File: src/rtl/b_writeback.sv
// b_writeback: adds buffered systolic result words to E words fetched from BRAM,
// reduces each 16-bit lane mod 2^LOG_Q and writes the resulting B words back.
`timescale 1ns/1ps

module b_writeback #(
    parameter int unsigned LOG_Q      = 16,
    parameter int unsigned FIFO_DEPTH = 4
) (
    input  logic        clk,
    input  logic        rst_n,
    input  logic        start,
    input  logic [31:0] BASE_ADDR_E,
    input  logic [31:0] BASE_ADDR_B,
    input  logic [10:0] NUM_WORDS,
    input  logic        res_valid,
    input  logic [63:0] res_data,
    output logic        res_ready,
    output logic [31:0] rd_addr,
    output logic        rd_en,
    input  logic [63:0] bram_data_e,
    output logic [31:0] wr_addr,
    output logic        wen,
    output logic [63:0] wdata,
    output logic        busy,
    output logic        done
);

    localparam int unsigned ADDR_W = 32;
    localparam int unsigned DATA_W = 64;
    localparam int unsigned LANE_W = 16;
    localparam int unsigned LANES  = DATA_W / LANE_W;
    localparam int unsigned CNT_W  = 11;
    localparam int unsigned PTR_W  = (FIFO_DEPTH > 1) ? $clog2(FIFO_DEPTH) : 1;
    localparam int unsigned OCC_W  = PTR_W + 1;

    // Keeps lane bits below LOG_Q; LOG_Q=16 yields all ones.
    localparam logic [LANE_W-1:0] LANE_MASK = LANE_W'((32'd1 << LOG_Q) - 32'd1);

    localparam logic [1:0] S_IDLE  = 2'd0;
    localparam logic [1:0] S_RUN   = 2'd1;
    localparam logic [1:0] S_DRAIN = 2'd2;
    localparam logic [1:0] S_FIN   = 2'd3;

    // Control state
    logic [1:0]        r_state;
    logic [1:0]        w_state_nxt;
    logic              r_busy;
    logic              r_done;

    // Latched job configuration
    logic [ADDR_W-1:0] r_base_e;
    logic [ADDR_W-1:0] r_base_b;
    logic [CNT_W-1:0]  r_num;

    // Progress counters
    logic [CNT_W-1:0]  r_acc_cnt;
    logic [CNT_W-1:0]  r_idx;
    logic [CNT_W-1:0]  r_wr_cnt;
    logic [CNT_W-1:0]  w_wr_cnt_nxt;

    // Result-word FIFO
    logic [DATA_W-1:0] r_mem [FIFO_DEPTH];
    logic [PTR_W-1:0]  r_wptr;
    logic [PTR_W-1:0]  r_rptr;
    logic [OCC_W-1:0]  r_occ;
    logic              w_full;
    logic              w_empty;

    // Stage 1: popped result word waiting for its E word
    logic              r_s1_vld;
    logic [DATA_W-1:0] r_s1_data;
    logic [CNT_W-1:0]  r_s1_idx;

    // Write stage
    logic              r_wen;
    logic [ADDR_W-1:0] r_wr_addr;
    logic [DATA_W-1:0] r_wdata;

    logic              w_start_ok;
    logic              w_push;
    logic              w_issue;
    logic [DATA_W-1:0] w_sum;

    assign w_start_ok   = (r_state == S_IDLE) && start;
    assign w_full       = (r_occ == OCC_W'(FIFO_DEPTH));
    assign w_empty      = (r_occ == '0);
    assign res_ready    = (r_state == S_RUN) && !w_full && (r_acc_cnt < r_num);
    assign w_push       = res_valid && res_ready;
    assign w_issue      = !w_empty && (r_idx < r_num);
    assign w_wr_cnt_nxt = r_wr_cnt + CNT_W'(r_s1_vld);

    assign rd_en   = w_issue;
    assign rd_addr = r_base_e + ADDR_W'({r_idx, 3'b000});
    assign wen     = r_wen;
    assign wr_addr = r_wr_addr;
    assign wdata   = r_wdata;
    assign busy    = r_busy;
    assign done    = r_done;

    // State register
    always_ff @(posedge clk or negedge rst_n) begin
        if (!rst_n) begin
            r_state <= S_IDLE;
        end else begin
            r_state <= w_state_nxt;
        end
    end

    // Next-state logic; DRAIN exits on the edge that registers the last write
    always_comb begin
        w_state_nxt = r_state;
        case (r_state)
            S_IDLE: begin
                if (start) begin
                    w_state_nxt = (NUM_WORDS == '0) ? S_FIN : S_RUN;
                end
            end
            S_RUN: begin
                if (r_acc_cnt == r_num) begin
                    w_state_nxt = S_DRAIN;
                end
            end
            S_DRAIN: begin
                if (w_wr_cnt_nxt == r_num) begin
                    w_state_nxt = S_FIN;
                end
            end
            S_FIN: begin
                w_state_nxt = S_IDLE;
            end
            default: begin
                w_state_nxt = S_IDLE;
            end
        endcase
    end

    // Registered status outputs track the state being entered
    always_ff @(posedge clk or negedge rst_n) begin
        if (!rst_n) begin
            r_busy <= 1'b0;
            r_done <= 1'b0;
        end else begin
            r_busy <= (w_state_nxt != S_IDLE);
            r_done <= (w_state_nxt == S_FIN);
        end
    end

    // Configuration latch, counters, FIFO pointers and stage-1 register
    always_ff @(posedge clk or negedge rst_n) begin
        if (!rst_n) begin
            r_base_e  <= '0;
            r_base_b  <= '0;
            r_num     <= '0;
            r_acc_cnt <= '0;
            r_idx     <= '0;
            r_wr_cnt  <= '0;
            r_wptr    <= '0;
            r_rptr    <= '0;
            r_occ     <= '0;
            r_s1_vld  <= 1'b0;
            r_s1_data <= '0;
            r_s1_idx  <= '0;
        end else if (w_start_ok) begin
            r_base_e  <= BASE_ADDR_E;
            r_base_b  <= BASE_ADDR_B;
            r_num     <= NUM_WORDS;
            r_acc_cnt <= '0;
            r_idx     <= '0;
            r_wr_cnt  <= '0;
            r_wptr    <= '0;
            r_rptr    <= '0;
            r_occ     <= '0;
            r_s1_vld  <= 1'b0;
        end else begin
            if (w_push) begin
                r_wptr    <= r_wptr + PTR_W'(1);
                r_acc_cnt <= r_acc_cnt + CNT_W'(1);
            end
            if (w_issue) begin
                r_rptr    <= r_rptr + PTR_W'(1);
                r_idx     <= r_idx + CNT_W'(1);
                r_s1_data <= r_mem[r_rptr];
                r_s1_idx  <= r_idx;
            end
            case ({w_push, w_issue})
                2'b10:   r_occ <= r_occ + OCC_W'(1);
                2'b01:   r_occ <= r_occ - OCC_W'(1);
                default: r_occ <= r_occ;
            endcase
            r_s1_vld <= w_issue;
            r_wr_cnt <= w_wr_cnt_nxt;
        end
    end

    // FIFO storage; contents need no reset since occupancy guards every read
    always_ff @(posedge clk) begin
        if (w_push) begin
            r_mem[r_wptr] <= res_data;
        end
    end

    // Per-lane modular add of result and E word
    always_comb begin
        w_sum = '0;
        for (int k = 0; k < LANES; k++) begin
            w_sum[k*LANE_W +: LANE_W] =
                (r_s1_data[k*LANE_W +: LANE_W] + bram_data_e[k*LANE_W +: LANE_W]) & LANE_MASK;
        end
    end

    // Write stage; address and data hold between writes
    always_ff @(posedge clk or negedge rst_n) begin
        if (!rst_n) begin
            r_wen     <= 1'b0;
            r_wr_addr <= '0;
            r_wdata   <= '0;
        end else begin
            r_wen <= r_s1_vld;
            if (r_s1_vld) begin
                r_wdata   <= w_sum;
                r_wr_addr <= r_base_b + ADDR_W'({r_s1_idx, 3'b000});
            end
        end
    end

endmodule
File: config.mk
export PLATFORM = sky130hd
export DESIGN_NAME = b_writeback
export DESIGN_NICKNAME = d
export VERILOG_FILES = /design/src/rtl/b_writeback.sv
export SDC_FILE = /design/constraint.sdc
export NUM_CORES = 1
export LEC_CHECK = 0
export CAP_MARGIN = 15
export CORE_MARGIN = 8
export CORE_UTILIZATION = 40
export CTS_CLUSTER_SIZE = 40
export DETAILED_ROUTE_END_ITERATION = 8
export GPL_TIMING_DRIVEN = 0
export MAX_ROUTING_LAYER = met4
export PLACE_DENSITY = 0.73
export SYNTH_ARGS = -nofsm -noshare
export SYNTH_HDL_FRONTEND = slang
export SYNTH_SLANG_ARGS = --single-unit
File: constraint.sdc
create_clock -name clk -period 6.63 [get_ports clk]
set_input_delay 1.989 -clock clk [delete_from_list [all_inputs] [get_ports clk]]
set_output_delay 1.989 -clock clk [all_outputs]
set_load 0.02 [all_outputs]
# --- Word level (Yosys, flattened, before mapping) ---
# Memory sizes are Yosys's and may differ from the RTL's. A register that Yosys moved wholly into a read port is not among the register bits.
# Index checks and enable logic that the tools add are counted.
classes:
  n_addsub: 13
  n_lt_le_gt_ge: 2
  n_eq_ne: 9
  muxes: 19
  bitwise_logic: 1
  n_reduce_logical: 16
ops:
  columns: ["cell", "count"]
  rows:
  - ["16-bit adder", 4]
  - ["32-bit by 14-bit adder with 32-bit output", 2]
  - ["11-bit two-way mux", 5]
  - ["11-bit by 1-bit adder with 11-bit output, second input constant", 2]
  - ["11-bit == test", 2]
  - ["11-bit less-than comparator", 2]
  - ["2-bit two-way mux", 8]
  - ["11-bit by 1-bit adder with 11-bit output", 1]
  - ["11-bit logical NOT", 1]
  - ["2-bit == test, second input constant", 4]
  - ["2-bit case mux with 4 select lines", 1]
  - ["3-bit case mux with 2 select lines", 1]
  - ["2-bit nonzero test", 3]
  - ["1-bit logical AND", 5]
  - ["2-bit by 1-bit adder with 2-bit output, second input constant", 2]
  - ["2-bit by 1-bit == test with 1-bit output, second input constant", 2]
  - ["3-bit by 1-bit adder with 3-bit output, second input constant", 1]
  - ["3-bit == test, second input constant", 1]
  - ["1-bit logical NOT", 3]
  - ["3-bit logical NOT", 1]
  - ["1-bit two-way mux", 3]
  - ["3-bit two-way mux", 1]
  - ["3-bit nonzero test", 1]
  - ["3-bit by 1-bit subtractor with 3-bit output, second input constant", 1]
  - ["other kinds (3)", 3]
word_totals:
  regBits: 228
  ramBits: 256
  in_bits: 207
  output_inout_bits: 133
  wordCells: 78
  mem_count: 1
mem_list:
  columns: ["name", "words", "word_bits", "read_ports", "rd_clocked_by_memory_dff", "wr", "line_no", "rtl"]
  rows:
  - ["r_mem", 4, 64, 1, 1, 1, "62", "logic [DATA_W-1:0] r_mem [FIFO_DEPTH];"]

# --- Longest topological paths before layout ---
# Gate-level depths: netlist (run 1).
logic_depth:
  depth_word: 8
  ltp_mapped: 14
  ltp_nobuf: 12

# --- Worst setup path after synthesis (run 1) ---
# OpenSTA, ideal clock, no wires.
synth_path:
  path_type: "input -> register"
  from: "input res_valid"
  to: "memory r_mem[0][0], enable pin"
  setup_time_ns: 0.429
  arrival_ns: 4.361
  required_time_ns: 6.201
  setup_slack_ns: 1.840
  stages: 5
  n_path_buf: 3
  path_cell_list: "and4_1 clkbuf_1 clkbuf_1 buf_2 and2_1"
synth_between:
  elab_chain_cells: 3
synth_lines:
  columns: ["element", "line_no", "rtl"]
  rows:
  - ["from (decl)", "15", "input logic res_valid,"]
  - ["1-bit logical AND", "88", "assign w_push = res_valid && res_ready;"]
  - ["1-bit two-way mux", "197", "if (w_push) begin"]
  - ["1-bit two-way mux (not written as such)", "198", "r_mem[r_wptr] <= res_data;"]
  - ["to (decl)", "62", null]
# Every way passes these cells.

# --- Worst setup path after layout (run 1) ---
layout_path:
  from: "register r_idx[0]"
  to: "output rd_addr[27]"
layout_between:
  elab_chain_cells: 1
layout_lines:
  columns: ["element", "line_no", "rtl"]
  rows:
  - ["from (decl)", "57", "logic [CNT_W-1:0] r_idx;"]
  - ["from (signal assigned)", "181", "r_idx <= r_idx + CNT_W'(1);"]
  - ["32-bit by 14-bit adder with 32-bit output", "93", "assign rd_addr = r_base_e + ADDR_W'({r_idx, 3'b000});"]
  - ["to (decl)", "18", "output logic [31:0] rd_addr,"]
# Every way passes these cells.

==> flow_metrics.tcl, run 1 <==
set metrics [dict create \
    status "finished, final reports clean" \
    cts_sinks 548 \
    cts.path.max_buffers 3 \
    crit_required_ps 4640 \
    setup_ws_ps 809 \
    grt_usage_pct 20.2 \
    initial_core_util_pct 40.5 \
    drive_gt1_share_pct 10.3 \
    fill_cells 5373 \
    drtIter0Drc 1013 \
    maxCapViolCount 0 \
    synth_top_area_share_pct 30.1 \
    dieArea_mm2 0.0722 \
    final_area_mm2 0.0324 \
    synth_top_area_cell "edfxtp_1" \
    ys_types 69 \
    ys_ff_latch 548 \
    antenna_found_initial 15 \
    p_per_area_mw_per_mm2 519 \
    final_common_cell "clkdlybuf4s50_1" \
    num_vias 17478 \
    io_pins 340 \
    synth-edff-count 256 \
    grt_pass1_vias 18348 \
    rows 92 \
    cp-start-kind "flop" \
    wirelength_um 72500 \
    synth_area_leaders "edfxtp_1, dfrtp_1, mux4_2" \
    io_buffers 339 \
    max_freq_mhz 172 \
    place_area_mm2 0.0302 \
    fin_crit_ps 5820 \
    grt_max_degree 109 \
    crit_chain "ha_1 > inv_1 > fa_1 > nor2b_1 > o21a_1 > o21ai_0 > a21o_1 > nand3_1 > nor3b_1 > xor2_1 > clkdlybuf4s50_1" \
    finalCritPeriodShare_pct 87.8 \
    wl_per_cell_um 22.0 \
    syn-num-nets 2301 \
    htree_levels 2 \
    synthCells 1976 \
    finClkSkew_ps 36.2 \
    crit_type "reg -> out" \
    cts-root-buf "clkbuf_16" \
    clkLatencyLatePin_ps 640 \
    syn_area_mm2 0.0255 \
    hold_path.class "reg -> reg" \
    rsz0062_at_grt "no" \
    slowest_delay_ps 630 \
    crit_slowest_cell "clkdlybuf4s50_1" \
    dp.cells 3170 \
    cts_hold_repair.buffers 0 \
    antenna_left 0 \
    drt_pass1_iterations 5 \
    yosys_warnings 0 \
    synth_ff_type "dfrtp_1" \
    core-area_mm2 0.0631 \
    tightestPinTransition_ps 1070 \
    cp_max_fo 9 \
    grt_pass1_wl_um 109000 \
    async_reset_ff_share_pct 53.3 \
    power_leakage_nw 12.9 \
    syn_area_per_cell_um2 12.9 \
    vias_per_cell 5.30 \
    dieWidth_um 269 \
    arrival_ps 3830 \
    place_ws_ps 1490 \
    synth_seq_area_share_pct 58.7 \
    relSlewSlack_pct 28.6 \
    critPathTopFamily "simple AND/OR/NAND/NOR gates" \
    post-cts-setup-buffer-count 0 \
    path_clk_slew_ps 50 \
    post-route-util_pct 51.4 \
    final_max_slew_viol_count 0 \
    layout_common_cells "clkdlybuf4s50_1, dfrtp_1, nand2_1" \
    die_h_um 269 \
    final_nets 2712 \
    hold_viol 0 \
    setup_viol 0 \
    cts_resized 0 \
    crit_buf_inv 2 \
    tritoncts "done" \
    globalplace.congestion 0.913 \
    drc 0 \
    syn_to_final_growth_pct 26.9 \
    ir_drop_v 0.000242 \
    numCtsBuffers 60 \
    hpwl_um 53100 \
    cp-end-kind "output pin" \
    layout.cells.non_filler 3299 \
    grt-ovfl-total 0 \
]
[path summary, 6_finish.rpt]
| kind | slack [ps] | startpoint | cells past startpoint | end |
|---|---|---|---|---|
| max | 810 | r_idx[0]$_DFFE_PN0P_ | 11 | rd_addr[27] |
| min | 470 | r_base_b[2]$_DFFE_PN0P_ | 2 | r_base_b[2]$_DFFE_PN0P_ |
| max reg2reg | 3020 | r_num[4]$_DFFE_PN0P_ | 11 | r_mem[3][50]$_DFFE_PP_ |
| min reg2reg | 470 | r_base_b[2]$_DFFE_PN0P_ | 2 | r_base_b[2]$_DFFE_PN0P_ |
| max in group asynchronous | 4200 | rst_n | 2 | wdata[8]$_DFFE_PN0P_ |
| min in group asynchronous | 1380 | rst_n | 1 | r_state[0]$_DFF_PN0_ |
[cell families (layout without fill, tap and decap cells)]
group	after synthesis	in the layout	share of synthesized area, %
other	0	14	0
AOI/OAI and AO/OA	288	288	7.14
DFF	548	548	58.7
xor gates and xnor gates	140	140	4.80
buffers and inverters	126	589	2.14
adders and majority gates	118	118	5.98
muxes	192	192	11.3
and+or+nand+nor	564	564	10.0
[synthesized netlist by cell type (all sizes together), types with 26 or more instances]
master  instances
nand2         270
a21oi          89
mux2          122
xor2           48
nand3          29
edfxtp        256
o21ai          72
ha            111
a21o           26
dfrtp         292
clkbuf         49
mux4           64
nor2          106
nor3           30
inv            56
xnor2          92
[through the flow]
stage | TNS [ps] | total power, mW | hold slack [ps]
finish | 0 | 16.8 | 473
global route | 0 | 17.8 | 497
CTS | 0 | 17.0 | 478
detailed placement | 0 | 13.3 | 460
global placement | -2971950 | 13.1 | 455
floorplan | 0 | 10.4 | 413
[cell type report]
type	instances	area, um2	share of cell area, %
antenna	14	35.0	0.108
buffer	70	335	1.03
clock buffer	72	1570	4.83
clock inverter	42	577	1.78
inverter	56	210	0.648
multi-input combinational	1302	10000	30.9
sequential	548	15000	46.3
tap	846	1060	3.27
timing repair buffer	349	3620	11.2
[state kept, by name, summed over array words and instances (netlist names), 2 cells and up]
signal	cells
r_acc_cnt	11
r_base_b	32
r_base_e	32
r_idx	11
r_mem	256
r_num	11
r_occ	3
r_rptr	2
r_s1_data	64
r_s1_idx	11
r_state	2
r_wptr	2
r_wr_cnt	11
wdata	64
wr_addr	32
[tightest hold or removal path, delay by kind of cell (launching register included)]
kind             cells  cell delay (ps)
and+or+nand+nor      2              100
DFF                  1              340
[layer usage]
metal,vias to the layer above,global-route usage (%),wire (um)
met2,524,34.8,37100
met4,0,6.15,2030
met1,8810,23.6,28800
met3,116,4.65,4540
met5,-,-,0
li1,8028,-,-
[power breakdown]
group	internal [mW]	total, mW	switching [mW]	leakage [nW]
Clock	2.16	3.58	1.41	1.02
Combinational	3.57	7.65	4.08	6.00
Sequential	4.82	5.59	0.771	5.88
Total	10.5	16.8	6.27	12.9
No activity file was read; power rests on OpenSTA's default activity.
==> run 2: changes to the inputs <==
- GPL_ROUTABILITY_DRIVEN: unset -> 0
==> flow_metrics.tcl, run 2 (synthesis gave the netlist of run 1 again) <==
set metrics [dict create \
    status "finished, final reports clean" \
    crit_type "reg -> out" \
    drc 0 \
    path_clk_slew_ps 60 \
    hpwl_um 52300 \
    layout_common_cells "clkdlybuf4s50_1, dfrtp_1, nand2_1" \
    switching_share_pct 37.8 \
    setup_ws_ps 814 \
    drt_pass1_iterations 5 \
    power_leakage_nw 12.8 \
    place_ws_ps 1470 \
    p_sw_mw 6.23 \
    final_area_mm2 0.0322 \
    initial_core_util_pct 40.5 \
    final-seq-area_mm2 0.0150 \
    io_buffers 339 \
    antenna_found_initial 13 \
    max_freq_mhz 172 \
    dieArea_mm2 0.0722 \
    setup_viol 0 \
    wirelength_um 71900 \
    finalSetupTns_ps 0 \
    vias_per_cell 5.33 \
    grt-ovfl-total 0 \
    finalCritPeriodShare_pct 87.7 \
    power_mw 16.5 \
    whs_path_depth 2 \
    relSlewSlack_pct 17.5 \
    arrival_ps 3830 \
    cts_hold_repair.buffers 0 \
    num_vias 17573 \
    syn_to_final_growth_pct 26.0 \
    wl_per_cell_um 21.8 \
    final_common_cell "clkdlybuf4s50_1" \
    htree_levels 2 \
    rows 92 \
    grt_max_degree 104 \
    p_int_mw 10.3 \
    multi_input_area_mm2 0.0100 \
    hold_path.class "reg -> reg" \
    fin_crit_ps 5820 \
    cts_sinks 548 \
    cts.path.max_buffers 3 \
    hold_viol 0 \
    p_per_area_mw_per_mm2 513 \
    numCtsBuffers 60 \
    final_nets 2710 \
    maxCapViolCount 0 \
    cp-start-kind "flop" \
    tightestPinTransition_ps 1240 \
    grt_pass1_wl_um 108000 \
    antenna_left 0 \
    tritoncts "done" \
    die_h_um 269 \
    post-cts-setup-buffer-count 0 \
    clockPowerShare_pct 19.7 \
    p_comb_share_pct 46.5 \
    clkLatencyLatePin_ps 610 \
    rsz0062_at_grt "no" \
    final_max_slew_viol_count 0 \
    reg2reg_depth 11 \
    cp-end-kind "output pin" \
    grt_pass1_vias 18425 \
    drive_gt1_share_pct 10.1 \
    crit_required_ps 4640 \
    cts-root-buf "clkbuf_16" \
    place_area_mm2 0.0302 \
    cp_max_fo 6 \
    fill_cells 5396 \
    dieWidth_um 269 \
    finClkSkew_ps 24.3 \
    io_pins 340 \
    core-area_mm2 0.0631 \
    largest_reg_flops 256 \
    p_seq_share_pct 33.8 \
    ir_drop_v 0.000288 \
    cts_resized 0 \
    top_register "r_mem" \
    grt_usage_pct 20.1 \
    drtIter0Drc 1244 \
]
[run 2: cell types whose count changed in the layout (fill, tap and decap cells not counted), sizes merged]
cell | previous run | this run
buf | 32 | 30
bufinv | 12 | 3
clkbuf | 121 | 129
clkinv | 20 | 21
clkinvlp | 8 | 7
diode | 14 | 13
inv | 58 | 57
[run 2: path summary, 6_finish.rpt]
check / slack [ps] / to / start
max: 810 / rd_addr[11] / r_idx[0]$_DFFE_PN0P_
min: 480 / r_base_b[2]$_DFFE_PN0P_ / r_base_b[2]$_DFFE_PN0P_
max reg2reg: 2980 / r_mem[2][52]$_DFFE_PP_ / r_num[4]$_DFFE_PN0P_
min reg2reg: 480 / r_base_b[2]$_DFFE_PN0P_ / r_base_b[2]$_DFFE_PN0P_
max in group asynchronous: 4080 / r_s1_data[37]$_DFFE_PN0P_ / rst_n
min in group asynchronous: 1440 / r_wr_cnt[9]$_DFF_PN0_ / rst_n
[run 2: critical path: stages, from the launching register on]
cell and delay, ps:
dfrtp_1 470, ha_1 250, inv_1 80, fa_1 210, nor2b_1 70, o21a_1 180, o21ai_0 240, nand2b_1 140
a2111oi_0 440, nor3_1 140, xor2_1 320, clkdlybuf4s50_1 690
[run 2: area by class of cell]
type                            count  area share (%)
Clock inverter                     32           0.801
Sequential cell                   548            46.6
Multi-Input combinational cell   1302            31.1
Clock buffer                       80            5.21
Tap cell                          846            3.29
Buffer                             70            1.04
Antenna cell                       13           0.101
Inverter                           56           0.653
Timing Repair Buffer              347            11.2
[run 2: power by group through the flow]
stage,combinational (mW),clock [mW],sequential (mW)
4_1_cts,7.74,3.33,5.58
2_1_floorplan,4.67,0,5.76
3_3_place_gp,7.40,0,5.63
3_5_place_dp,7.70,0,5.63
6_report,7.67,3.26,5.58
5_1_grt,8.34,3.47,5.70
[run 2: metal layers]
metal	GRT usage, %	vias to the layer above	wire length (um)
met3	4.68	135	4860
met1	23.8	8843	29000
li1	-	8030	-
met2	33.3	565	35400
met5	-	-	0
met4	7.62	0	2620
[run 2: per-stage QoR]
| stage | std cells | hold slack, ps | utilization (%) |
|---|---|---|---|
| after floorplan | 1976 | 413 | - |
| after global routing | 3294 | 508 | 51.0 |
| after global placement | 3161 | 454 | 47.6 |
| after CTS | 3281 | 479 | 51.0 |
| final | 3294 | 478 | 51.0 |
| after detailed placement | 3169 | 458 | 47.9 |
==> run 3: changes to the inputs <==
- CORE_UTILIZATION: 40 -> 25
- PLACE_DENSITY: 0.73 -> 0.55
==> flow_metrics.tcl, run 3 (synthesis gave the netlist of run 1 again) <==
set metrics [dict create \
    fin_crit_ps 5930 \
    final_max_slew_viol_count 0 \
    finClkSkew_ps 37.9 \
    drive_gt1_share_pct 10.7 \
    antenna_left 0 \
    drtIter0Drc 935 \
    grt_usage_pct 14.7 \
    dieWidth_um 336 \
    crit_chain "ha_1 > inv_1 > fa_1 > nor2b_1 > o21a_1 > o21ai_0 > a21o_1 > nand3_1 > nor3b_1 > xor2_1 > clkdlybuf4s50_1" \
    hold_ws_ps 482 \
    power_mw 17.2 \
    hold_viol 0 \
    tritoncts "done" \
    grt_pass1_vias 17808 \
    cts_hold_repair.buffers 0 \
    max_freq_mhz 169 \
    cts_sinks 548 \
    crit_required_ps 4640 \
    final_common_cell "clkdlybuf4s50_1" \
    cp-end-kind "output pin" \
    tightestPinTransition_ps 1130 \
    relSlewSlack_pct 24.5 \
    top_register "r_mem" \
    cts.path.max_buffers 3 \
    crit_slowest_cell "clkdlybuf4s50_1" \
    drc 0 \
    dieArea_mm2 0.113 \
    place_area_mm2 0.0309 \
    num_vias 17077 \
    finalCritPeriodShare_pct 89.4 \
    rows 117 \
    syn_to_final_growth_pct 30.3 \
    die_h_um 336 \
    hold_path.class "reg -> reg" \
    setup_viol 0 \
    post-route-util_pct 32.8 \
    crit_buf_inv 2 \
    antenna_found_initial 20 \
    wl_per_cell_um 21.4 \
    io_buffers 339 \
    drt_pass1_iterations 7 \
    cts_resized 0 \
    grt_max_degree 90 \
    fill_cells 10287 \
    path_clk_slew_ps 60 \
    power_leakage_nw 13.0 \
    numCtsBuffers 68 \
    io_pins 340 \
    post-cts-setup-buffer-count 0 \
    cts-root-buf "clkbuf_16" \
    layout_common_cells "clkdlybuf4s50_1, dfrtp_1, nand2_1" \
    cp-start-kind "flop" \
    status "finished, final reports clean" \
    grt_pass1_wl_um 119000 \
    critPathTopFamily "simple AND/OR/NAND/NOR gates" \
    initial_core_util_pct 25.1 \
    ir_drop_v 0.000215 \
    crit_type "reg -> out" \
    final_area_mm2 0.0333 \
    htree_levels 3 \
    cp_max_fo 9 \
    slowest_delay_ps 630 \
    p_per_area_mw_per_mm2 516 \
    maxCapViolCount 0 \
    rsz0062_at_grt "no" \
    largest_reg_flops 256 \
    clkLatencyLatePin_ps 630 \
    wirelength_um 82000 \
    hpwl_um 60300 \
    final_nets 2721 \
    arrival_ps 3940 \
    core-area_mm2 0.102 \
    vias_per_cell 4.46 \
    grt-ovfl-total 0 \
]
## run 3: cell count changes in the layout (fill, tap and decap cells not counted), moves of 2 or more
cell	change
clkinv_4	+4
clkbuf_1	+3
clkinv_2	-4
clkinv_1	-3
inv_16	+2
clkbuf_16	+9
bufinv_16	+3
clkinvlp_4	-3
## run 3: power breakdown
group | internal, mW | leakage, nW | switching (mW)
logic | 3.57 | 6.01 | 4.21
registers | 4.82 | 5.88 | 0.737
clock network | 2.29 | 1.12 | 1.55
total | 10.7 | 13.0 | 6.49
## run 3: layout make-up
cell class	count	area [um2]	share of cell area, %
tap	1368	1710	5.14
timing repair buffer	350	3660	11.0
clock inverter	33	408	1.23
sequential	548	15000	45.1
buffer	70	335	1.01
multi-input combinational	1302	10000	30.1
inverter	56	210	0.632
clock buffer	92	1910	5.75
antenna	14	35.0	0.105
## run 3: stage by stage
step / instances / setup slack, ps / TNS (ps)
3_3_place_gp: 3683 / -11310 / -3443080
5_1_grt: 3832 / 460 / 0
6_report: 3833 / 703 / 0
2_1_floorplan: 1976 / 1840 / 0
3_5_place_dp: 3692 / 1300 / 0
4_1_cts: 3817 / 606 / 0
## run 3: worst reg2reg max path, stage by stage, from the launching register on
cell and delay [ps]:
dfrtp_1 370, inv_1 100, ha_1 330, a21oi_1 160
a21oi_1 90, o31ai_1 340, and4_1 250, clkbuf_1 210
clkbuf_1 360, buf_2 300, and2_4 580, buf_16 330
## run 3: per-layer routing
metal / vias up / GRT usage (%) / wire length, um
met5: - / - / 0
met4: 0 / 3.48 / 1330
met3: 86 / 4.67 / 6420
met2: 430 / 23.1 / 38000
met1: 8470 / 18.6 / 36200
li1: 8091 / - / -
## run 3: worst paths after layout
| check | from | to | slack, ps | depth (start not counted) |
|---|---|---|---|---|
| max | r_idx[0]$_DFFE_PN0P_ | rd_addr[27] | 700 | 11 |
| max in group asynchronous | rst_n | r_s1_data[42]$_DFFE_PN0P_ | 3990 | 3 |
| min | wr_addr[9]$_DFFE_PN0P_ | wr_addr[9]$_DFFE_PN0P_ | 480 | 1 |
| min reg2reg | wr_addr[9]$_DFFE_PN0P_ | wr_addr[9]$_DFFE_PN0P_ | 480 | 1 |
| max reg2reg | r_num[2]$_DFFE_PN0P_ | r_mem[2][45]$_DFFE_PP_ | 2850 | 11 |
| min in group asynchronous | rst_n | r_num[10]$_DFFE_PN0P_ | 1380 | 1 |
